**src/rtl/aqp_ovl_wr_arbiter.sv**
```systemverilog
// Overlay write arbiter.
// Two requesters share the text, font and palette RAM write ports. Grants are
// combinational in IDLE (round-robin under contention). A fill engine can take
// over the text port and write one latched word to all 1024 text locations.
// Every accepted write or fill write is registered onto the ovl_* outputs.

module aqp_ovl_wr_arbiter (
    input  logic        clk,
    input  logic        reset_n,

    input  logic        req0_valid,
    input  logic [1:0]  req0_sel,
    input  logic [10:0] req0_addr,
    input  logic [15:0] req0_wrdata,
    output logic        req0_ready,

    input  logic        req1_valid,
    input  logic [1:0]  req1_sel,
    input  logic [10:0] req1_addr,
    input  logic [15:0] req1_wrdata,
    output logic        req1_ready,

    input  logic        fill_start,
    input  logic [15:0] fill_data,
    output logic        fill_busy,
    output logic        fill_done,

    output logic [9:0]  ovl_text_addr,
    output logic [15:0] ovl_text_wrdata,
    output logic        ovl_text_wr,

    output logic [10:0] ovl_font_addr,
    output logic [7:0]  ovl_font_wrdata,
    output logic        ovl_font_wr,

    output logic [3:0]  ovl_palette_addr,
    output logic [15:0] ovl_palette_wrdata,
    output logic        ovl_palette_wr
);

    localparam logic [0:0] ST_IDLE = 1'b0;
    localparam logic [0:0] ST_FILL = 1'b1;

    localparam logic [1:0] SEL_TEXT    = 2'd0;
    localparam logic [1:0] SEL_FONT    = 2'd1;
    localparam logic [1:0] SEL_PALETTE = 2'd2;

    localparam logic [9:0] FILL_LAST = 10'h3FF;

    // Control state
    logic [0:0]  state_q,      state_d;
    logic [9:0]  counter_q,    counter_d;
    logic [15:0] fill_word_q,  fill_word_d;
    logic        last_grant_q, last_grant_d;
    logic        fill_done_q,  fill_done_d;

    // Registered write ports
    logic [9:0]  text_addr_q,  text_addr_d;
    logic [15:0] text_data_q,  text_data_d;
    logic        text_wr_q,    text_wr_d;
    logic [10:0] font_addr_q,  font_addr_d;
    logic [7:0]  font_data_q,  font_data_d;
    logic        font_wr_q,    font_wr_d;
    logic [3:0]  pal_addr_q,   pal_addr_d;
    logic [15:0] pal_data_q,   pal_data_d;
    logic        pal_wr_q,     pal_wr_d;

    // Grant and the selected (accepted) transfer
    logic        grant0;
    logic        grant1;
    logic        acc_valid;
    logic [1:0]  acc_sel;
    logic [10:0] acc_addr;
    logic [15:0] acc_data;

    // Grant decision: only in IDLE; under contention the requester not granted last wins.
    always_comb begin
        grant0 = 1'b0;
        grant1 = 1'b0;
        if (state_q == ST_IDLE) begin
            if (req0_valid && req1_valid) begin
                if (last_grant_q) begin
                    grant0 = 1'b1;
                end else begin
                    grant1 = 1'b1;
                end
            end else begin
                grant0 = req0_valid;
                grant1 = req1_valid;
            end
        end
    end

    assign req0_ready = grant0;
    assign req1_ready = grant1;

    // Mux the granted requester's transfer; grant implies valid, so a grant is a transfer.
    always_comb begin
        acc_valid = grant0 || grant1;
        acc_sel   = req0_sel;
        acc_addr  = req0_addr;
        acc_data  = req0_wrdata;
        if (grant1) begin
            acc_sel  = req1_sel;
            acc_addr = req1_addr;
            acc_data = req1_wrdata;
        end
    end

    // Round-robin history only moves on a completed transfer, including reserved-select drops.
    always_comb begin
        last_grant_d = last_grant_q;
        if (grant1) begin
            last_grant_d = 1'b1;
        end else if (grant0) begin
            last_grant_d = 1'b0;
        end
    end

    // IDLE/FILL sequencing; fill_start is only honoured in IDLE so a running fill is never restarted.
    always_comb begin
        state_d     = state_q;
        counter_d   = counter_q;
        fill_word_d = fill_word_q;
        fill_done_d = 1'b0;
        case (state_q)
            ST_IDLE: begin
                if (fill_start) begin
                    fill_word_d = fill_data;
                    counter_d   = 10'd0;
                    state_d     = ST_FILL;
                end
            end
            ST_FILL: begin
                counter_d = counter_q + 10'd1;
                if (counter_q == FILL_LAST) begin
                    // Registered together with the final text write so both appear in the same cycle.
                    fill_done_d = 1'b1;
                    state_d     = ST_IDLE;
                end
            end
            default: begin
                state_d = ST_IDLE;
            end
        endcase
    end

    // Write-port next values: addresses/data hold unless a strobe is issued.
    always_comb begin
        text_addr_d = text_addr_q;
        text_data_d = text_data_q;
        text_wr_d   = 1'b0;
        font_addr_d = font_addr_q;
        font_data_d = font_data_q;
        font_wr_d   = 1'b0;
        pal_addr_d  = pal_addr_q;
        pal_data_d  = pal_data_q;
        pal_wr_d    = 1'b0;
        if (state_q == ST_FILL) begin
            text_addr_d = counter_q;
            text_data_d = fill_word_q;
            text_wr_d   = 1'b1;
        end else if (acc_valid) begin
            case (acc_sel)
                SEL_TEXT: begin
                    text_addr_d = acc_addr[9:0];
                    text_data_d = acc_data;
                    text_wr_d   = 1'b1;
                end
                SEL_FONT: begin
                    font_addr_d = acc_addr;
                    font_data_d = acc_data[7:0];
                    font_wr_d   = 1'b1;
                end
                SEL_PALETTE: begin
                    pal_addr_d = acc_addr[3:0];
                    pal_data_d = acc_data;
                    pal_wr_d   = 1'b1;
                end
                default: begin
                    // Reserved target: accepted but silently dropped.
                end
            endcase
        end
    end

    // Control registers; reset aborts any fill and lets requester 0 win the first contention.
    always_ff @(posedge clk or negedge reset_n) begin
        if (!reset_n) begin
            state_q      <= ST_IDLE;
            counter_q    <= 10'd0;
            fill_word_q  <= 16'd0;
            last_grant_q <= 1'b1;
            fill_done_q  <= 1'b0;
        end else begin
            state_q      <= state_d;
            counter_q    <= counter_d;
            fill_word_q  <= fill_word_d;
            last_grant_q <= last_grant_d;
            fill_done_q  <= fill_done_d;
        end
    end

    // Write-port registers; one cycle between acceptance and the strobe.
    always_ff @(posedge clk or negedge reset_n) begin
        if (!reset_n) begin
            text_addr_q <= 10'd0;
            text_data_q <= 16'd0;
            text_wr_q   <= 1'b0;
            font_addr_q <= 11'd0;
            font_data_q <= 8'd0;
            font_wr_q   <= 1'b0;
            pal_addr_q  <= 4'd0;
            pal_data_q  <= 16'd0;
            pal_wr_q    <= 1'b0;
        end else begin
            text_addr_q <= text_addr_d;
            text_data_q <= text_data_d;
            text_wr_q   <= text_wr_d;
            font_addr_q <= font_addr_d;
            font_data_q <= font_data_d;
            font_wr_q   <= font_wr_d;
            pal_addr_q  <= pal_addr_d;
            pal_data_q  <= pal_data_d;
            pal_wr_q    <= pal_wr_d;
        end
    end

    assign fill_busy          = (state_q == ST_FILL);
    assign fill_done          = fill_done_q;
    assign ovl_text_addr      = text_addr_q;
    assign ovl_text_wrdata    = text_data_q;
    assign ovl_text_wr        = text_wr_q;
    assign ovl_font_addr      = font_addr_q;
    assign ovl_font_wrdata    = font_data_q;
    assign ovl_font_wr        = font_wr_q;
    assign ovl_palette_addr   = pal_addr_q;
    assign ovl_palette_wrdata = pal_data_q;
    assign ovl_palette_wr     = pal_wr_q;

endmodule

```
**config.mk**
```make
export PLATFORM = sky130hd
export DESIGN_NAME = aqp_ovl_wr_arbiter
export DESIGN_NICKNAME = d
export VERILOG_FILES = /design/src/rtl/aqp_ovl_wr_arbiter.sv
export SDC_FILE = /design/constraint.sdc
export NUM_CORES = 1
export LEC_CHECK = 0
export CORE_MARGIN = 2
export CORE_UTILIZATION = 45
export CTS_BUF_LIST = sky130_fd_sc_hd__clkbuf_2 sky130_fd_sc_hd__clkbuf_4 sky130_fd_sc_hd__clkbuf_8
export DETAILED_ROUTE_END_ITERATION = 10
export HOLD_SLACK_MARGIN = 0.08
export PLACE_DENSITY = 0.73
export SLEW_MARGIN = 20
export SYNTH_ARGS = -nofsm -noshare
export SYNTH_HDL_FRONTEND = slang
export SYNTH_SLANG_ARGS = --single-unit
```
**constraint.sdc**
```tcl
create_clock -name clk -period 2.18 [get_ports clk]
set_clock_uncertainty 0.05 [all_clocks]
set_input_delay 0.327 -clock clk [delete_from_list [all_inputs] [get_ports clk]]
set_output_delay 0.327 -clock clk [all_outputs]
set_load 0.01 [all_outputs]
```
Word level (Yosys, flattened, before mapping). Cells that the tools add are included.

Flip-flop bits (word level): 97. Output and inout port bits: 72. Input bits: 79. Logic and storage cells: 63.

Equal/unequal tests: 4. Bitwise logic cells: 1. Reduce and logical (&&, ||, !) cells: 10. $add $sub $neg: 1. Mux-type cells: 33.

Operator list (number): two-way mux 16 bit (4); two-way mux 10 bit (4); two-way mux 1 bit (21); one-hot mux 10 bit (2 select lines) (1); two-way mux 11 bit (1); adder 10 x 1 -> 10 bit, second input constant (1); equality test 10 bit, second input constant (1); AND reduction 3 bit (2); nonzero test 2 bit (3); AND reduction 2 bit (2); equality test 2 x 1 -> 1 bit, second input constant (1); equality test 2 bit, second input constant (1); zero test 2 bit (1); two-way mux 2 bit (1); != test 2 bit, second input constant (1); one-hot mux 1 bit (2 select lines) (1); logical AND 1 bit (1); logical OR 1 bit (1); inverter 1 bit (1).

Depth between registers and ports, before layout.
Word-level depth: 8. Mapped depth: 7. Depth with buffers taken out: 5.

Worst setup path after synthesis. No wires, ideal clock.

Path kind: register to register. From: register last_grant_q. To: register pal_data_q[8], in the netlist ovl_palette_wrdata[8]. Stages on the path, launching flop included: 7. Arrival time: 1.704 ns. Period minus slack after synthesis: 1.881 ns. Setup slack: 0.299 ns. Setup time: 0.128 ns. Buffers on the path: 2. Data required time: 2.002 ns. Cell sequence: dfstp_2 > a21bo_2 > buf_6 > nor2_4 > buf_4 > mux2_2 > mux2_1.

Longest elaborated chain between the ends: 6. Elaborated cells on any way between the ends: 11. Classes of those cells: eq/ne: 1; mux: 8; reduce/logical: 2.

RTL lines: from (decl) (RTL line 54) `logic last_grant_q, last_grant_d;`; from (signal assigned) (RTL line 199) `last_grant_q <= last_grant_d;`; two-way mux 1 bit (RTL line 82) `if (last_grant_q) begin`; two-way mux 1 bit (RTL line 81) `if (req0_valid && req1_valid) begin`; two-way mux 1 bit (RTL line 80) `if (state_q == ST_IDLE) begin`; two-way mux 2 bit (RTL line 103) `if (grant1) begin`; equality test 2 bit (RTL line 164) `case (acc_sel)`; AND reduction 3 bit (no line); to (signal assigned) (RTL line 224) `pal_data_q <= pal_data_d;`; to (decl) (RTL line 65) `logic [15:0] pal_data_q, pal_data_d;`.

Parallel ways exist; a longest one is shown, timed or not. A chain may end at the register's enable or synchronous reset.

Final worst setup path.
From: input port req1_valid. To: register text_data_q[13], in the netlist ovl_text_wrdata[13].

Longest elaborated chain between the ends: 7. Elaborated cells on any way between the ends: 15. Classes of those cells: mux: 9; reduce/logical: 6.

RTL lines: from (decl) (RTL line 17) `input logic req1_valid,`; logical AND 1 bit (RTL line 81); two-way mux 1 bit (RTL line 81); two-way mux 1 bit (RTL line 80); two-way mux 16 bit / two-way mux 2 bit (equally long branches) (RTL line 103); two-way mux 16 bit / zero test 2 bit (equally long branches) (RTL line 164); two-way mux 16 bit / nonzero test 2 bit (equally long branches); two-way mux 16 bit / AND reduction 2 bit (equally long branches); to (signal assigned) (RTL line 218) `text_data_q <= text_data_d;`; to (decl) (RTL line 59) `logic [15:0] text_data_q, text_data_d;`.

Parallel ways exist; a longest one is shown, timed or not. The select of a mux whose other input is x is not followed.

==> reports/metrics.cfg <==
[outcome]
status=finished clean

[yosys]
synth_common_cells=96 x dfrtp_1, 85 x nand2_1, 43 x mux2_2
ys.flop_type=dfrtp_1
syn_area_per_cell_um2=10.5
synth_top_area_share_pct=45.7
synthArstFlopShare_pct=100
ys_seq_area_share_pct=46.2
synth_area_leaders=dfrtp_1 46%, mux2_2 9.2%, nand2_1 6.1%
syn_nets=582
ys_ff_latch=97
synthCells=502
synth_edf_count=0
synth_area_um2=5260
synth_top_area_cell=dfrtp_1
ys_warn_count=0
synthDistinctLibCells=39
yosysMostFrequentCell=dfrtp_1

[die]
num_rows=39
die_h_um=112
start_util_pct=46.0
ios=151
core_area_um2=11400
fp.dieW_um=112
dieArea_um2=12600

[clocking]
cts_sinks=97
ctsLongestPathBuffers=2
clock_latency_ns=0.37
cts_tree=yes
numCtsBuffers=9
clk_pin_slew_ns=0.10
cts-root-buf=clkbuf_8
htreeDepth=3

[route]
drt-vias-per-instance=5.77
num_vias=4646
drc_errors=0
dr.pass1.iters=7
drt_wl_total_mm=15.3
drt_iter0_drc=341
wl_per_cell_um=19.0
antenna_left=0

[power_and_ir_drop]
power.switching_w=0.000895
combinationalPowerShare_pct=13.5
p_int_w=0.00264
max-vdd-ir-drop_v=0.000258
p_sw_share_pct=25.3
seq_power_share_pct=52.6
leakagePower_nw=3.11
power.share.clock_pct=33.9
power.density_nw_per_um2=484

[layout]
n_fill_cell=935
multiInputGateArea_um2=2570
area_delta_synth_final_pct=38.9
regArea_um2=2430
diodes=0
fin_nets=737
utilization_pct=63.9
drive_gt1_share_pct=20.5

[grt]
grt_max_degree=65
grt_pass1_vias=4606
overflow=0
antenna_found_initial=0
groute.usage.overall_pct=24.4
grt_pass1_wl_mm=24.4

[setup_path]
ff2ff_setup_slack_ns=0.10
cp_cell_sequence=clkdlybuf4s50_1 -> a21bo_4 -> buf_12 -> or4_1 -> a211oi_1 -> buf_4 -> o31ai_1
start_kind=input port
cp_slowest_cell=clkdlybuf4s50_1
critPathRequiredTime_ns=2.38
r2r_start=fill_busy$_DFF_PN0_
crit_path_end=ovl_text_wrdata[13]$_DFFE_PN0P_
startpoint=req1_valid
crit_arrival_ns=2.31
crit_path_max_incr_delay_ns=0.52
crit_cells=7
cp_max_fo=36
endpoint_kind=flip-flop
worstReg2RegEnd=ovl_text_wrdata[13]$_DFFE_PN0P_
reg2reg_depth=5
crit_family=buffers and inverters
criticalPathCategory=in2reg
crit_buf_inv=3

[timing]
finalCritPeriodShare_pct=96.9
tightest_slew_ns=0.473
setup-violations-final=0
max_freq_mhz=473
fin_crit_ns=2.11
fin_ws_ns=0.0666
slew_headroom_pct=68.3
finalHoldViolations=0
finalMaxSlewViolations=0

[flow_run]
drv_cap=0

[place]
io_buffers=150
place_hpwl_mm=10.9
place_congestion=0.844
place_ws_ns=-0.344

[hold_path]
hp-class=in2async

## cells by family after synthesis
group / share of synthesized area [%]
AOI/OAI and AO/OA: 17.2
xor gates and xnor gates: 0.500
adders and majority gates: 0.238
buffers and inverters: 5.33
DFF: 46.2
muxes: 16.4
and+or+nand+nor: 14.1
## per-layer routing
layer  global-route usage [%]  vias up  part of all wire [%]
met5                        0        -                     0
met2                     38.9      190                    47
li1                         -     2157                     -
met3                     6.05       29                   7.9
met1                     32.8     2270                    43
met4                     8.78        0                   2.2
## stage by stage
stage          TNS [ns]  cells  hold WS, ns  cell area, um2  power (W)
2_1_floorplan         0    502      -0.0186            5260    0.00206
3_3_place_gp     -12.33    788        0.217            7070    0.00236
3_5_place_dp     -16.02    788        0.225            7070    0.00237
4_1_cts               0    805        0.372            7280    0.00356
5_1_grt        -0.00506    805        0.388            7300    0.00368
6_report              0    805        0.364            7300    0.00354
## worst reg2reg max path: stages (launching register included)
cell and delay (ns):
dfrtp_4 0.52, buf_4 0.22, or4_1 0.53, a211oi_1 0.38
buf_4 0.19, o31ai_1 0.07
## layout make-up
cell class / count / area share (%)
inverter: 3 / 0.154
clock buffer: 10 / 1.80
sequential: 97 / 33.3
timing repair buffer: 193 / 26.1
clock inverter: 6 / 0.908
tap: 143 / 2.45
multi-input combinational: 353 / 35.2
## layout by cell type, fill, tap and decap left out, types with 3 or more instances in the layout
| cell | n |
|---|---|
| a31o_2 | 3 |
| buf_4 | 35 |
| clkbuf_8 | 9 |
| a41oi_1 | 26 |
| nand2_1 | 85 |
| o31ai_1 | 26 |
| nor2_1 | 32 |
| mux2_2 | 43 |
| a211oi_1 | 25 |
| buf_12 | 6 |
| nand3_1 | 7 |
| mux2_1 | 4 |
| mux2i_1 | 5 |
| clkdlybuf4s50_1 | 147 |
| dfrtp_1 | 95 |
| or4_1 | 26 |
| o21ai_0 | 29 |
| mux2_4 | 19 |
| clkinvlp_4 | 3 |
| and3_1 | 3 |
## how the worst min path moves through the flow
stage,end,slack (ns),depth (start not counted)
2_1_floorplan,counter_q[0]$_DFFE_PN0P_,-0.02,0
3_3_place_gp,fill_word_q[11]$_DFFE_PN0P_,0.22,1
3_5_place_dp,fill_word_q[13]$_DFFE_PN0P_,0.22,1
4_1_cts,fill_word_q[13]$_DFFE_PN0P_,0.37,2
5_1_grt,fill_word_q[11]$_DFFE_PN0P_,0.39,2
6_report,ovl_text_wrdata[10]$_DFFE_PN0P_,0.36,2
## power groups by stage
| stage | sequential [W] | combinational (W) | clock [W] |
|---|---|---|---|
| global placement | 0.00190 | 0.000460 | 0 |
| floorplan | 0.00190 | 0.000154 | 0 |
| finish | 0.00186 | 0.000478 | 0.00120 |
| global route | 0.00187 | 0.000519 | 0.00129 |
| detailed placement | 0.00190 | 0.000471 | 0 |
| CTS | 0.00186 | 0.000476 | 0.00122 |
## what timing repair did
action                                  CTS  global route
hold buffers                              1             0
endpoints found under the setup margin    2            22
setup buffers                             0             0
hold endpoints to repair                 25             0
gates resized for setup                   4             5
## flip-flops by register name (all words and copies together) (netlist names), 4 cells and up
register / flops
fill_word_q: 16
ovl_palette_wrdata: 16
ovl_text_wrdata: 16
ovl_font_addr: 11
counter_q: 10
ovl_text_addr: 10
ovl_font_wrdata: 8
ovl_palette_addr: 4
No activity file was read; power rests on OpenSTA's default activity.
